$ cat src/rtl/quad_rotary_decoder.sv
// ============================================================================
// Module   : quad_rotary_decoder
// Purpose  : Quadrature rotary encoder decoder with synchroniser, debounce,
//            x1/x4 decode and a wrapping or saturating up/down position count.
// Revision : 1.0
// ============================================================================
`default_nettype none

module quad_rotary_decoder #(
    parameter int CNT_W    = 8,
    parameter int DEB_CYC  = 4,
    parameter int MODE     = 0,
    parameter int SATURATE = 0
) (
    input  logic             clk,
    input  logic             rst,
    input  logic             a,
    input  logic             b,
    input  logic             clr,
    output logic [CNT_W-1:0] cnt,
    output logic             step,
    output logic             dir,
    output logic             err
);

    localparam int DW = (DEB_CYC > 1) ? $clog2(DEB_CYC) : 1;
    localparam logic [DW-1:0] C_DEB_LAST = DW'(DEB_CYC - 1);

    typedef enum logic {
        ST_INIT = 1'b0,
        ST_RUN  = 1'b1
    } state_t;

    state_t                 state_q, state_d;
    logic [1:0]             init_q, init_d;
    // Channel pairs are packed as {A, B}
    logic [1:0]             s1_q, s2_q;
    logic [1:0]             filt_q, filt_d;
    logic [1:0]             prev_q, prev_d;
    logic [1:0][DW-1:0]     deb_q, deb_d;
    logic [CNT_W-1:0]       cnt_q, cnt_d;
    logic                   step_q, step_d;
    logic                   dir_q, dir_d;
    logic                   err_q, err_d;

    logic                   inc, dec, bad;
    logic [1:0]             pos_new, pos_old, pos_delta;

    always_comb begin
        state_d   = state_q;
        init_d    = init_q;
        filt_d    = filt_q;
        prev_d    = filt_q;
        deb_d     = deb_q;
        cnt_d     = cnt_q;
        step_d    = 1'b0;
        err_d     = 1'b0;
        dir_d     = dir_q;
        inc       = 1'b0;
        dec       = 1'b0;
        bad       = 1'b0;
        // Gray {A,B} 00,10,11,01 maps to positions 0..3 as {B, A^B}
        pos_new   = {filt_q[0], filt_q[1] ^ filt_q[0]};
        pos_old   = {prev_q[0], prev_q[1] ^ prev_q[0]};
        pos_delta = pos_new - pos_old;

        case (state_q)
            ST_INIT: begin
                // prev follows the freshly loaded level so RUN starts with no edge
                filt_d = s2_q;
                prev_d = s2_q;
                deb_d  = '0;
                init_d = init_q + 2'd1;
                if (init_q == 2'd2) begin
                    state_d = ST_RUN;
                end
            end
            ST_RUN: begin
                for (int ch = 0; ch < 2; ch++) begin
                    if (s2_q[ch] != filt_q[ch]) begin
                        if (deb_q[ch] == C_DEB_LAST) begin
                            filt_d[ch] = s2_q[ch];
                            deb_d[ch]  = '0;
                        end else begin
                            deb_d[ch]  = deb_q[ch] + DW'(1);
                        end
                    end else begin
                        deb_d[ch] = '0;
                    end
                end

                if (MODE == 0) begin
                    if (!prev_q[1] && filt_q[1]) begin
                        inc = ~filt_q[0];
                        dec = filt_q[0];
                    end
                end else begin
                    inc = (pos_delta == 2'd1);
                    dec = (pos_delta == 2'd3);
                    bad = (pos_delta == 2'd2);
                end

                err_d = bad;
                if (inc || dec) begin
                    step_d = 1'b1;
                    dir_d  = inc;
                    if (inc) begin
                        if (!(SATURATE != 0 && cnt_q == {CNT_W{1'b1}})) begin
                            cnt_d = cnt_q + CNT_W'(1);
                        end
                    end else begin
                        if (!(SATURATE != 0 && cnt_q == '0)) begin
                            cnt_d = cnt_q - CNT_W'(1);
                        end
                    end
                end
            end
            default: state_d = ST_INIT;
        endcase

        if (clr) begin
            cnt_d = '0;
        end
    end

    always_ff @(posedge clk) begin
        if (rst) begin
            state_q <= ST_INIT;
            init_q  <= 2'd0;
            s1_q    <= 2'b00;
            s2_q    <= 2'b00;
            filt_q  <= 2'b00;
            prev_q  <= 2'b00;
            deb_q   <= '0;
            cnt_q   <= '0;
            step_q  <= 1'b0;
            dir_q   <= 1'b0;
            err_q   <= 1'b0;
        end else begin
            state_q <= state_d;
            init_q  <= init_d;
            s1_q    <= {a, b};
            s2_q    <= s1_q;
            filt_q  <= filt_d;
            prev_q  <= prev_d;
            deb_q   <= deb_d;
            cnt_q   <= cnt_d;
            step_q  <= step_d;
            dir_q   <= dir_d;
            err_q   <= err_d;
        end
    end

    assign cnt  = cnt_q;
    assign step = step_q;
    assign dir  = dir_q;
    assign err  = err_q;

endmodule

`default_nettype wire

$ cat config.mk
export PLATFORM = sky130hd
export DESIGN_NAME = quad_rotary_decoder
export DESIGN_NICKNAME = d
export VERILOG_FILES = /design/src/rtl/quad_rotary_decoder.sv
export SDC_FILE = /design/constraint.sdc
export NUM_CORES = 1
export LEC_CHECK = 0
export CELL_PAD_IN_SITES_DETAIL_PLACEMENT = 0
export CELL_PAD_IN_SITES_GLOBAL_PLACEMENT = 2
export CORE_UTILIZATION = 37
export CTS_BUF_LIST = sky130_fd_sc_hd__clkbuf_4 sky130_fd_sc_hd__clkbuf_8
export DETAILED_ROUTE_END_ITERATION = 7
export MAX_ROUTING_LAYER = met4
export PLACE_DENSITY = 0.87
export SLEW_MARGIN = 15
export SYNTH_ARGS = -nofsm -noshare
export SYNTH_HDL_FRONTEND = slang
export SYNTH_SLANG_ARGS = --single-unit
export TNS_END_PERCENT = 100
$ cat constraint.sdc
create_clock -name clk -period 4.56 [get_ports clk]
set_input_delay 0.912 -clock clk [delete_from_list [all_inputs] [get_ports clk]]
set_output_delay 0.912 -clock clk [all_outputs]
set_load 0.02 [all_outputs]
* Word level (Yosys, flattened, before mapping)
Cells that the tools add are included.
** Cells by class
- $add $sub $neg :: 5
- Eq/ne operators :: 9
- Mux-type cells :: 19
- Bitwise gates (word level) :: 2
- Reduce and logical (&&, ||, !) cells :: 8
** Operators with widths (number)
- $mux 1 :: 11
- $mux 2 :: 5
- $add 8x1->8 const B :: 1
- $mux 8 :: 1
- $ne 2x1->1 const B :: 4
- $pmux 4 s2 :: 1
- $sub 8x1->8 const B :: 1
- $add 2x1->2 const B :: 3
- $eq 2x2->1 const B :: 3
- $reduce_and 2->1 :: 3
- $pmux 2 s2 :: 1
- $reduce_or 2->1 :: 2
- $ne 1x1->1 :: 2
- $not 1->1 :: 2
- $logic_and 1x1->1 :: 1
- $logic_not 1->1 :: 1
- $logic_or 1x1->1 :: 1
** Word-level totals
- Flip-flop bits (word level) :: 25
- Output and inout port bits :: 11
- Logic and storage cells :: 55

* Longest topological paths before layout
Gate-level depths: netlist of run 1.
- Depth in word-level cells :: 6
- Gate-level depth with buffers :: 8
- Mapped depth without buffers :: 8

* Worst setup path before layout of run 1
OpenSTA, ideal clock, no wires.
- Kind :: flip-flop to flip-flop
- Start point :: reg filt_q[0]
- End point :: reg cnt_q[7], in the netlist cnt[7]
- Setup time :: 72 ps
- Arrival time :: 1972 ps
- Required time :: 4488 ps
- Path slack :: 2516 ps
- Cell stages (with the launch flop) :: 9
- Clock period less this slack :: 2044 ps
- Path through :: dfxtp_1 > nor2_1 > nand2_1 > ha_1 > a211oi_2 > o31ai_1 > a211oi_2 > mux2i_1 > mux2i_1
** Between the ends
- Longest elaborated chain between the ends :: 5
** RTL lines
- from (decl) :: RTL line 38 : logic [1:0] filt_q, filt_d;
- from (signal assigned) :: RTL line 144 : filt_q <= filt_d;
- $not 1->1 :: RTL line 94 : inc = ~filt_q[0];
- $mux 1 :: RTL line 93 : if (!prev_q[1] && filt_q[1]) begin
- $mux 1 :: RTL line 67 : case (state_q)
- $logic_or 1x1->1 :: RTL line 104 : if (inc || dec) begin
- $reduce_and 2->1 (no source line)
- to (signal assigned) :: RTL line 147 : cnt_q <= cnt_d;
- to (decl) :: RTL line 41 : logic [CNT_W-1:0] cnt_q, cnt_d;
Parallel ways exist; a longest one is shown, timed or not. The select of a mux whose other input is x is not followed.
A chain may end at the register's enable or synchronous reset.

* Final worst setup path of run 1
Same ends and word-level chain as after synthesis.

==> results of run 1 <==
[worst max-delay path: cells and delay by family (launching register included)]
family	cells	cell delay (ns)
AO/OA/AOI/OAI	3	0.74
adder cells (fa/ha/maj)	1	0.40
flip-flops	1	0.35
multiplexers	2	0.45
AND/OR/NAND/NOR	2	0.40
[metrics by stage]
step | utilization | std cells
floorplan | - | 125
finish | 0.476 | 169
global placement | 0.458 | 165
CTS | 0.476 | 169
global route | 0.476 | 169
detailed placement | 0.458 | 165
[power breakdown]
part	leakage [nW]	switching [mW]	internal [mW]	total [mW]
clock network	0.0279	0.0658	0.0889	0.155
logic	0.321	0.0381	0.0333	0.0714
registers	0.195	0.0150	0.225	0.240
total	0.544	0.119	0.347	0.466
[flip-flops by register name, summed over array words and instances, names as in the netlist]
register	flops
cnt	8
deb_q	4
dir	1
filt_q	2
init_q	2
prev_q	1
s1_q	2
s2_q	2
state_q	1
step	1
[Yosys cell counts (all sizes together) (3+ instances only)]
| library cell | n | area, µm² |
|---|---|---|
| a211oi | 3 | 32.5 |
| a21oi | 9 | 45.0 |
| buf | 5 | 35.0 |
| dfxtp | 24 | 480 |
| ha | 9 | 113 |
| mux2i | 5 | 50.1 |
| nand2 | 14 | 55.1 |
| nand3 | 3 | 15.0 |
| nor2 | 14 | 55.1 |
| nor2b | 4 | 25.0 |
| nor4 | 3 | 18.8 |
| xnor2 | 5 | 43.8 |
[cell type report]
type	count	share of cell area
clock buffer	3	0.0166
clock inverter	1	0.0221
inverter	2	0.00552
multi-input combinational	93	0.465
sequential	24	0.354
tap	31	0.0285
timing repair buffer	15	0.109
[path summary, 6_finish.rpt]
kind / start / to
max: filt_q[0] / cnt[7]
max reg2reg: filt_q[0] / cnt[7]
min: s1_q[1] / s2_q[1]
min reg2reg: s1_q[1] / s2_q[1]
[routing by layer]
metal | part of all wire | GRT usage | vias to the layer above
met5 | 0 | - | -
li1 | - | - | 460
met1 | 0.54 | 0.206 | 389
met2 | 0.41 | 0.204 | 16
met3 | 0.030 | 0.0223 | 6
met4 | 0.025 | 0.0918 | 0
[cell families after synthesis]
logic type | share of synthesized area
other | 0.00324
XOR/XNOR | 0.0454
adder cells (fa/ha/maj) | 0.114
flip-flops | 0.415
AO/OA/AOI/OAI | 0.121
multiplexers | 0.0432
AND/OR/NAND/NOR | 0.218
buffers and inverters | 0.0399
==> metrics.md, run 1 <==
| Metric | Value |
|---|---|
| Status | finished, violations left |
| Failing checks | design-rule violations |
| CP required | 4.83 ns |
| Cell Area, Synth | 0.00116 mm² |
| Unrepaired setup endpoints after global routing | no |
| Commonest non-fill, non-tap cells in the layout | 24 x dfxtp_1, 14 x clkdlybuf4s50_1, 13 x nor2_1, 13 x nand2_1 |
| Library cells used by synthesis | 40 |
| Mean post-synth cell area | 9.27 µm² |
| ANT cells | 0 |
| Rel. slew slack | 0.637 |
| Synth Warn # | 0 |
| Drt drc | 2 |
| # H-tree levels | 1 |
| Fraction of registers with async set/reset | 0 |
| Port bufs | 14 |
| # nets final | 154 |
| Total CTS buffers | 3 |
| First-pass GRT wire length | 3600 µm |
| Total GRT Usage | 0.149 |
| Min Tclk post-route | 2.39 ns |
| Worst skew pair latency | 0.32 ns |
| Core area | 0.00285 mm² |
| Vias per cell | 5.15 |
| Die Wd | 58.0 µm |
| Maxcap violations | 0 |
| Worst-path cell chain | nor2_1 -> nand2_1 -> ha_1 -> a211oi_2 -> o31ai_1 -> a211oi_2 -> mux2i_1 -> mux2i_1 |
| Mapped Cells | 125 |
| Commonest non-fill, non-tap cell in the layout | dfxtp_1 |
| Slew at the pin closest to its max-slew limit | 0.544 ns |
| Crit Path Class | reg -> reg |
| Final wirelength | 2080 µm |
| Dpl cell area | 0.00131 mm² |
| Setup TNS Final | 0 ns |
| Pre-CTS setup slack | 1.99 ns |
| GPL Wtd Cong | 0.737 |
| # resized after CTS | 0 |
| Final Max Slew Viols | 0 |
| FMAX | 418 MHz |
| Hpwl dp | 1520 µm |
| Initial DRC Count | 21 |
| Crit path DAT | 2.66 ns |
| #FFs+latches synth | 24 |
| GRT overflow | 0 |
| Std cell rows | 19 |
| Clock skew | 0.00663 ns |
| Antenna Nets Post-Route | 0 |
| Reg area | 480 µm² |
| Design area | 0.00136 mm² |
| Initial Util | 0.406 |
| Routed WL per cell | 12.3 µm |
| Primary FF master, synth | dfxtp_1 |
| R2R setup slack | 2.17 ns |
| Die Y | 58.0 µm |
| CTS sink cnt | 24 |
| Post-synth EDFFs | 0 |
| R2R cell count | 8 |
| Multi-input logic area | 632 µm² |
| Setup ws final | 2.17 ns |
| CTS Hold Buffers Added | 0 |
| Area grow syn2layout | 17.3% |
| Post-CTS Setup Inserts | 0 |
| Worst setup SP type | flop |
| CTS tree | built |
| CP endpoint kind | flop |
| Root Driver | clkbuf_4 |
| Min-Delay Path Class | reg -> reg |
| CP Max Fanout | 8 |
| Static Leak | 0.544 nW |
| Hold Vio Cnt, Final | 0 |
| Clk buf depth | 2 |
| Initial antenna violation count | 0 |
| # setup viols final | 0 |
| Power Density | 343 mW/mm² |
| Share of cells above drive strength 1 | 0.0652 |
| Full die area | 0.00336 mm² |
| IO Pins | 16 |
| Final Power | 0.466 mW |
| Hold Path Stages | 1 |
| Vias in the first global route | 791 |
| Detailed-route via count | 871 |
| Sequential share of the synthesized area | 0.415 |
| CP max-delay cell | ha_1 |
| Largest net degree at the start of global routing | 20 |
| CP max stage delay | 0.40 ns |
| Tcrit/Tclk final | 0.524 |
| Worst-path clk slew | 0.13 ns |
| Syn nets | 140 |
| Fillers | 298 |
| Hold WS | 0.443 ns |
| DR pass1 iterations | 6 |
| Max IR drop VDD | 0.248 mV |
Power figures use the tool's default switching activity.
==> run 2: changes to the inputs <==
CORE_UTILIZATION = 34   (was 37)
PLACE_DENSITY = 0.81   (was 0.87)
clock period = 2.4 ns   (was 4.56 ns; I/O delays follow)
==> run 2 against run 1 <==
Against the previous run: the flow now finishes without violations; maximum frequency is 12% higher; via count increased by 3.4%; sequential share of layout area shrank 1.4 points; die area is 8.5% higher; global-route usage is 0.070 points lower; clock-buffer cell count stayed put; critical path depth stayed put; flip-flop and latch count did not move; clock power grew 88%; largest cell class unchanged; highest routed layer unchanged.
==> metrics.md, run 2 (synthesis gave the netlist of run 1 again) <==
| Metric | Value |
|---|---|
| FMAX | 467 MHz |
| Buffers & Inverters on Critical Path | 0 |
| Fin cells | 187 |
| Clk buf depth | 2 |
| Area grow syn2layout | 22.1% |
| Reg area | 480 µm² |
| # setup viols final | 0 |
| Clock skew | 0.00241 ns |
| CTS tree | built |
| Worst setup SP type | flop |
| Commonest non-fill, non-tap cells in the layout | 24 x dfxtp_1, 14 x clkdlybuf4s50_1, 13 x nor2_1 |
| CP max stage delay | 0.36 ns |
| Final Power | 0.894 mW |
| Top delay family on crit path | compound AO/OA/AOI/OAI gates |
| IO Pins | 16 |
| CP required | 2.66 ns |
| Die Wd | 60.4 µm |
| Dpl cell area | 0.00134 mm² |
| CTS sink cnt | 24 |
| Power Density | 632 mW/mm² |
| Port bufs | 14 |
| ANT cells | 0 |
| Final wirelength | 2260 µm |
| Max reg flops | 8 |
| Total GRT Usage | 0.149 |
| Full die area | 0.00365 mm² |
| Status | complete, no violations |
| Antenna Nets Post-Route | 0 |
| # nets final | 159 |
| Worst skew pair latency | 0.31 ns |
| Setup TNS Final | 0 ns |
| Unrepaired setup endpoints after global routing | no |
| Initial Util | 0.367 |
| Worst-path cell chain | nor2_1 -> nand2_2 -> ha_1 -> a211oi_2 -> o31ai_1 -> a211oi_2 -> mux2i_1 -> mux2i_1 |
| Routed WL per cell | 12.1 µm |
| GPL Wtd Cong | 0.765 |
| Vias per cell | 4.82 |
| Fillers | 319 |
| Share of cells above drive strength 1 | 0.105 |
| GRT overflow | 0 |
| Worst-path clk slew | 0.13 ns |
| Largest net degree at the start of global routing | 19 |
| Die Y | 60.4 µm |
| Hpwl dp | 1690 µm |
| Initial antenna violation count | 0 |
| First-pass GRT wire length | 3910 µm |
| Inst Count DP | 180 |
| Max IR drop VDD | 0.247 mV |
| Initial DRC Count | 20 |
| Vias in the first global route | 864 |
| CP Max Fanout | 5 |
| Total CTS buffers | 3 |
| Design area | 0.00142 mm² |
| Detailed-route via count | 901 |
| Crit Path Class | reg -> reg |
| Core area | 0.00315 mm² |
| Min Tclk post-route | 2.14 ns |
| Min-Delay Path Class | reg -> reg |
| Multi-input logic area | 634 µm² |
| Static Leak | 0.566 nW |
| Crit path DAT | 2.39 ns |
| DR pass1 iterations | 3 |
| Std cell rows | 20 |
| Maxcap violations | 0 |
| Final Max Slew Viols | 0 |
| CP endpoint kind | flop |
| CP max-delay cell | dfxtp_1 |
| Root Driver | clkbuf_4 |
| # H-tree levels | 1 |
| Hold Vio Cnt, Final | 0 |
| Commonest non-fill, non-tap cell in the layout | dfxtp_1 |
| Tcrit/Tclk final | 0.891 |
| Drt drc | 0 |
## run 2: layout make-up
type                    instances  area share
multi-input cells              93       0.448
flip-flops and latches         24       0.340
repair buffers                 20       0.131
well taps                      44      0.0389
clock inverters                 1      0.0212
clock buffers                   3      0.0159
inverters                       2     0.00531
## run 2: path summary, 6_finish.rpt
check	start	slack, ns	end	depth (start not counted)
max	filt_q[0]	0.26	cnt[7]	8
min	deb_q[0]	0.45	deb_q[0]	1
max reg2reg	filt_q[0]	0.26	cnt[7]	8
min reg2reg	deb_q[0]	0.45	deb_q[0]	1
## run 2: repair_timing
item / CTS / global route
endpoints found under the hold margin: 0 / 0
buffers inserted: 0 / 3
hold buffers: 0 / 0
endpoints found under the setup margin: 0 / 1
resized for setup: 0 / 1
## run 2: metrics by stage
step / hold WS (ns) / utilization / setup slack [ns]
finish: 0.450 / 0.449 / 0.261
global route: 0.463 / 0.449 / 0.0188
CTS: 0.458 / 0.441 / 0.0853
detailed placement: 0.435 / 0.424 / 0.109
global placement: 0.416 / 0.424 / 0.203
floorplan: 0.406 / - / 0.356
## run 2: power breakdown
| group | total [mW] | switching (mW) | internal (mW) |
|---|---|---|---|
| logic | 0.145 | 0.0754 | 0.0693 |
| registers | 0.457 | 0.0291 | 0.428 |
| clock network | 0.292 | 0.123 | 0.169 |
## run 2: routing by layer
metal | GRT usage | share of wire | wire length, µm
met5 | - | 0 | 0
met3 | 0.0384 | 0.025 | 57
met4 | 0.0299 | 0.0053 | 12
met2 | 0.250 | 0.50 | 1130
met1 | 0.179 | 0.47 | 1060
==> run 3: changes to the inputs <==
HOLD_SLACK_MARGIN = 0.05   (was default)
==> results of run 3 <==
No change in the layout: final DEF, timing and power equal those of run 2.
